### config.mk
export PLATFORM = sky130hd
export DESIGN_NAME = fft_frame_scheduler
export DESIGN_NICKNAME = d
export VERILOG_FILES = /design/src/rtl/fft_frame_scheduler.sv
export SDC_FILE = /design/constraint.sdc
export NUM_CORES = 1
export LEC_CHECK = 0
export CORE_MARGIN = 2
export CORE_UTILIZATION = 54
export CTS_CLUSTER_DIAMETER = 30
export DETAILED_ROUTE_END_ITERATION = 10
export GPL_ROUTABILITY_DRIVEN = 0
export PLACE_DENSITY = 0.86
export SKIP_LAST_GASP = 1
export SYNTH_ARGS = -nofsm -noshare
export SYNTH_HDL_FRONTEND = slang
export SYNTH_SLANG_ARGS = --single-unit
### constraint.sdc
create_clock -name clk_in -period 3.7 [get_ports clk_in]
set_input_delay 0.74 -clock clk_in [delete_from_list [all_inputs] [get_ports clk_in]]
set_output_delay 0.74 -clock clk_in [all_outputs]
set_load 0.01 [all_outputs]
### src/rtl/fft_frame_scheduler.sv
// fft_frame_scheduler: captures NUM_FRAMES spaced audio frames into the FFT and reports each frame's peak bin (FFT_DC_REJECT_EN drops bin 0 from the search)
module fft_frame_scheduler #(
  parameter int FFT_LEN    = 1024,
  parameter int NUM_FRAMES = 3,
  parameter int SAMPLE_W   = 16,
  parameter int MAG_W      = 32
) (
  input  logic                       clk_in,
  input  logic                       rst_n_in,
  input  logic                       start_in,
  input  logic [31:0]                frame_gap_in,
  input  logic [SAMPLE_W-1:0]        sample_in,
  input  logic                       sample_valid_in,
  output logic                       sample_ready_out,
  output logic [31:0]                fft_tdata_out,
  output logic                       fft_tvalid_out,
  output logic                       fft_tlast_out,
  input  logic                       fft_tready_in,
  input  logic [MAG_W-1:0]           fft_mag_in,
  input  logic                       fft_mag_valid_in,
  input  logic                       fft_mag_last_in,
  output logic [$clog2(FFT_LEN)-1:0] peak_bin_out,
  output logic [MAG_W-1:0]           peak_mag_out,
  output logic [7:0]                 frame_idx_out,
  output logic                       peak_valid_out,
  output logic                       busy_out,
  output logic                       done_out,
  output logic                       overrun_out,
  output logic                       len_err_out
);
  localparam int BW = $clog2(FFT_LEN);
  localparam logic [BW-1:0] LAST = BW'(FFT_LEN - 1);
  localparam logic [BW-1:0] HALF = BW'(FFT_LEN / 2);
  localparam logic [7:0] LAST_FRAME = 8'(NUM_FRAMES - 1);
  typedef enum logic [2:0] {IDLE, LOAD, COLLECT, REPORT, GAP, DONE} state_t;
  state_t state_q, state_d;
  logic [31:0] gap_q, gap_cnt_q, gap_cnt_d;
  logic [BW-1:0] smp_cnt_q, bin_cnt_q, pk_bin_q, pk_bin_d, peak_bin_q;
  logic [MAG_W-1:0] pk_mag_q, pk_mag_d, peak_mag_q;
  logic [7:0] frame_q, frame_idx_q;
  logic overrun_q, len_err_q;
  logic beat, first_beat, mag_beat, mag_end, cand, gap_met, gap_late, last_frame;
  logic [15:0] real_w;
  assign real_w     = 16'(signed'(sample_in));
  assign beat       = state_q == LOAD && sample_valid_in && fft_tready_in;
  assign first_beat = beat && smp_cnt_q == '0;
  assign mag_beat   = state_q == COLLECT && fft_mag_valid_in;
  assign mag_end    = mag_beat && fft_mag_last_in;
  assign last_frame = frame_q == LAST_FRAME;
`ifdef FFT_DC_REJECT_EN
  assign cand = mag_beat && bin_cnt_q != '0 && bin_cnt_q < HALF;
`else
  assign cand = mag_beat && bin_cnt_q < HALF;
`endif
  // gap_cnt_q holds cycles elapsed since the frame's first beat, so the beat cycle itself counts as 0
  assign gap_met  = ({1'b0, gap_cnt_q} + 33'd1) >= {1'b0, gap_q};
  assign gap_late = gap_cnt_q >= gap_q;
  // running peak including the current beat; strict compare keeps the lowest bin on ties
  always_comb begin
    pk_mag_d  = (cand && fft_mag_in > pk_mag_q) ? fft_mag_in : pk_mag_q;
    pk_bin_d  = (cand && fft_mag_in > pk_mag_q) ? bin_cnt_q : pk_bin_q;
    gap_cnt_d = first_beat ? 32'd1 : (&gap_cnt_q ? gap_cnt_q : gap_cnt_q + 32'd1);
  end
  // state register
  always_ff @(posedge clk_in or negedge rst_n_in)
    if (!rst_n_in) state_q <= IDLE;
    else state_q <= state_d;
  // next-state logic
  always_comb begin
    state_d = state_q;
    case (state_q)
      IDLE:    state_d = start_in ? LOAD : IDLE;
      LOAD:    state_d = (beat && smp_cnt_q == LAST) ? COLLECT : LOAD;
      COLLECT: state_d = mag_end ? REPORT : COLLECT;
      REPORT:  state_d = last_frame ? DONE : GAP;
      GAP:     state_d = gap_met ? LOAD : GAP;
      default: state_d = IDLE;
    endcase
  end
  // state-decoded outputs; the FFT input handshake is a combinational pass-through during LOAD
  always_comb begin
    busy_out         = state_q != IDLE && state_q != DONE;
    done_out         = state_q == DONE;
    peak_valid_out   = state_q == REPORT;
    fft_tvalid_out   = state_q == LOAD && sample_valid_in;
    sample_ready_out = state_q == LOAD && fft_tready_in;
    fft_tlast_out    = state_q == LOAD && smp_cnt_q == LAST;
    fft_tdata_out    = state_q == LOAD ? {16'b0, real_w} : 32'b0;
    peak_bin_out     = peak_bin_q;
    peak_mag_out     = peak_mag_q;
    frame_idx_out    = frame_idx_q;
    overrun_out      = overrun_q;
    len_err_out      = len_err_q;
  end
  // counters, peak tracking, result registers and sticky flags
  always_ff @(posedge clk_in or negedge rst_n_in)
    if (!rst_n_in) begin
      gap_q       <= '0;
      gap_cnt_q   <= '0;
      smp_cnt_q   <= '0;
      bin_cnt_q   <= '0;
      pk_bin_q    <= '0;
      pk_mag_q    <= '0;
      peak_bin_q  <= '0;
      peak_mag_q  <= '0;
      frame_q     <= '0;
      frame_idx_q <= '0;
      overrun_q   <= 1'b0;
      len_err_q   <= 1'b0;
    end else begin
      if (state_q == IDLE && start_in) begin
        gap_q     <= frame_gap_in;
        overrun_q <= 1'b0;
        len_err_q <= 1'b0;
        frame_q   <= '0;
      end
      if (beat) smp_cnt_q <= smp_cnt_q + BW'(1);
      gap_cnt_q <= gap_cnt_d;
      bin_cnt_q <= state_q == LOAD ? '0 : (mag_beat ? bin_cnt_q + BW'(1) : bin_cnt_q);
      pk_mag_q  <= state_q == LOAD ? '0 : pk_mag_d;
      pk_bin_q  <= state_q == LOAD ? '0 : pk_bin_d;
      if (mag_end) begin
        peak_bin_q  <= pk_bin_d;
        peak_mag_q  <= pk_mag_d;
        frame_idx_q <= frame_q;
        if (bin_cnt_q != LAST) len_err_q <= 1'b1;
      end
      if (state_q == REPORT && !last_frame) frame_q <= frame_q + 8'd1;
      if (state_q == GAP && gap_late) overrun_q <= 1'b1;
    end
endmodule
==> results.ini <==
[worst_setup_path]
end_kind = flop
crit_type = flop to flop
critical-path-top-delay-family = simple AND/OR/NAND/NOR gates
arrival_worst_endpoint_ps = 3710
critPathLaunch = gap_cnt_q[11]
worst-path-max-fanout = 6
setup.worst_path.start_class = flop
critical_path.slowest_cell = dfrtp_1
worstReg2RegStart = gap_cnt_q[11]
cp_data_required_time_ps = 4030
crit_path_cell_trace = nand3_1, nor4_1, buf_4, and3_1, nand3_1, xnor2_1, ha_1, nand4_1, nor4_1, buf_4, nand4b_1, nand4b_1, nor2_1, a21o_1
cp.buffers_inverters = 2
timing.critical_path.slowest_cell_delay_ps = 430

[cts]
clkTransAtPathRegs_ps = 70
clk_latency_ps = 440
cts_hold_buffers = 0
cts.path.max_buffers = 2
tritoncts.num_buffers = 17
postCtsSetupRepairBufs = 0
clock_tree.root_cell = clkbuf_16
clkSinkCount = 189
htree_num_levels = 4
cts_tree = done

[power_and_ir_drop]
pwr_density_cell_mw_per_mm2 = 323
pwr-share-seq_pct = 49.6
switching_share_pct = 22.3
power.clock.fraction_pct = 43.7
comb_power_share_pct = 6.7
p_leak_nw = 6.07
irDropWorstVdd_v = 0.000344
net-switching-power_mw = 0.946
internal_power_mw = 3.30

[sta]
worst_slew_margin_relative_to_its_limit_pct = 54.2
finalSetupViolCount = 0
final.period_utilization_pct = 91.2
worstMarginPinSlew_ps = 679
finalSetupTns_ps = 0
rsz0062_at_grt = false
max_freq_mhz = 296
report.final.slew_viol_count = 0
period_needed_ps = 3370
fin_worst_skew_ps = 10.7
hold_viol = 0

[die]
placementRows = 51
io-pin-count = 177
floorplan.initialDensity_pct = 54.9
coreArea_sq_mm = 0.0195
die_h_um = 145
die_area_sq_mm = 0.0209
die_x_um = 145

[global_route]
number_of_global_route_vias_before_repair = 9166
global_route.usage.total_pct = 27.0
first_pass_grt_wire_length_mm = 44.8
grt_max_degree = 83
antenna_violations_before_repair = 0
overflow = 0

[layout]
multiInputGateArea_sq_mm = 0.00541
utilization_pct = 67.6
instances_no_fill = 1586
antenna_cells = 0
ff_latch_area_sq_mm = 0.00473
drive_above_1_share_pct = 5.45
fin_nets = 1500
area.growth.synth_to_final_pct = 23.1
final.fill_count = 1448

[yosys]
synth_top_flop_cell = dfrtp_1
yosysUniqueCellTypes = 60
synth.yosys.seq_area_share_pct = 44.3
synth_warnings = 0
syn_inst = 1164
syn_avg_cell_area_sq_um = 9.18
leading_post_synthesis_cells_by_instance_count = dfrtp_1, nor2_1, nand2_1
yosys_register_bits = 189
number_of_flops_mapped_to_enable_cells_by_yosys = 0
async_flop_share_pct = 100
yosysMostFrequentCell = dfrtp_1
synthesis.area_sq_mm = 0.0107
cell_type_with_the_highest_aggregate_area_in_the_netlist = dfrtp_1
share_of_the_synthesized_area_in_the_top_cell_type_pct = 44.3
yosys-top-cells-area = dfrtp_1, ha_1, nor2_1

[job]
max_cap_violations = 0

[route]
wl_mm = 27.0
number_of_nets_with_antenna_violations_after_detailed_routing = 0
routed_via_density = 5.81
remaining_drc_errors = 0
length_of_the_first_detailed_routing_pass_in_iterations = 7
number_of_vias_after_detailed_routing = 9218
avgRoutedWirePerCell_um = 17.0
drt_iter0_markers = 1008

[placed_design]
dpl.cell_count = 1557
port_buffers = 160
hpwl_mm = 18.9

[worst_hold_path]
holdCritPathClass = primary input to asynchronous set/reset pin

[run_status]
run_status = finished, final reports clean

## timing repair
action / in CTS / in global routing
endpoints found under the hold margin: 0 / 0
resized for setup: 0 / 1
setup endpoints to repair: 0 / 1
## cell usage in the layout (no fill, tap or decap), types with 7 or more instances in the layout
master | Yosys | layout
xor2_1 | 17 | 17
and3_1 | 14 | 14
and2_1 | 22 | 21
o21ai_1 | 19 | 19
a31oi_1 | 42 | 41
nor2_1 | 120 | 119
o21ai_0 | 76 | 76
nand4_1 | 36 | 36
buf_4 | 16 | 15
nor3_1 | 9 | 9
clkbuf_16 | 0 | 17
clkdlybuf4s50_1 | 0 | 159
xnor2_1 | 32 | 32
o21ba_2 | 7 | 7
a21o_1 | 18 | 18
nand3_1 | 71 | 71
nor4_1 | 7 | 7
a21oi_1 | 74 | 74
conb_1 | 1 | 16
inv_1 | 70 | 70
dfrtp_1 | 189 | 188
nand2_1 | 111 | 111
ha_1 | 102 | 102
## worst paths after layout
path	endpoint	slack, ps	depth (start not counted)
min reg2reg	frame_idx_out[4]	480	2
min in group clk_in	frame_idx_out[4]	480	2
max reg2reg	state_q[2]	330	14
min	gap_q[5]	310	1
max in group asynchronous	gap_cnt_q[0]	2550	2
max	state_q[2]	330	14
## layer usage
| layer | part of all wire, % | global-route usage [%] | vias up |
|---|---|---|---|
| li1 | - | - | 4342 |
| met4 | 1.7 | 7.51 | 0 |
| met3 | 6.8 | 5.20 | 45 |
| met1 | 42 | 35.1 | 4485 |
| met2 | 50 | 46.4 | 346 |
| met5 | 0 | 0 | - |
## registers in the layout (all words and copies together) (netlist names)
signal,count
peak_mag_out,32
len_err_out,1
overrun_out,1
frame_idx_out,8
bin_cnt_q,10
state_q,3
frame_q,8
smp_cnt_q,10
pk_mag_q,32
peak_bin_out,10
pk_bin_q,10
gap_q,32
gap_cnt_q,32
## cell families (layout without fill, tap and decap cells)
kind of cell / after synthesis / after routing / synth area share, %
AOI/OAI and AO/OA: 261 / 261 / 14.4
xor gates and xnor gates: 49 / 49 / 4.02
adders and majority gates: 102 / 102 / 11.9
buffers and inverters: 138 / 280 / 5.91
DFF: 189 / 189 / 44.3
muxes: 5 / 5 / 0.468
other: 1 / 16 / 0.0351
and+or+nand+nor: 419 / 419 / 19.0
## per-stage QoR
stage | instance area (sq um) | hold slack, ps | setup slack [ps] | power, mW
2_1_floorplan | 10700 | 444 | 773 | 2.23
3_3_place_gp | 12600 | 458 | 286 | 2.42
3_5_place_dp | 12600 | 465 | 174 | 2.43
4_1_cts | 13200 | 326 | 390 | 4.25
5_1_grt | 13200 | 356 | 5.73 | 4.36
6_report | 13200 | 310 | 325 | 4.24
## cell type report
| cell class | count | share of cell area, % |
|---|---|---|
| clock buffers | 19 | 3.29 |
| clock inverters | 10 | 1.09 |
| inverters | 70 | 2.00 |
| multi-input cells | 852 | 41.2 |
| flip-flops and latches | 189 | 36.0 |
| well taps | 265 | 2.52 |
| repair buffers | 181 | 14.0 |
## power by group through the flow
stage / clock (mW) / combinational [mW] / sequential [mW]
finish: 1.85 / 0.286 / 2.10
detailed placement: 0 / 0.287 / 2.14
CTS: 1.86 / 0.289 / 2.10
global placement: 0 / 0.281 / 2.14
floorplan: 0 / 0.0756 / 2.15
global route: 1.94 / 0.317 / 2.11
Power figures use the tool's default switching activity.
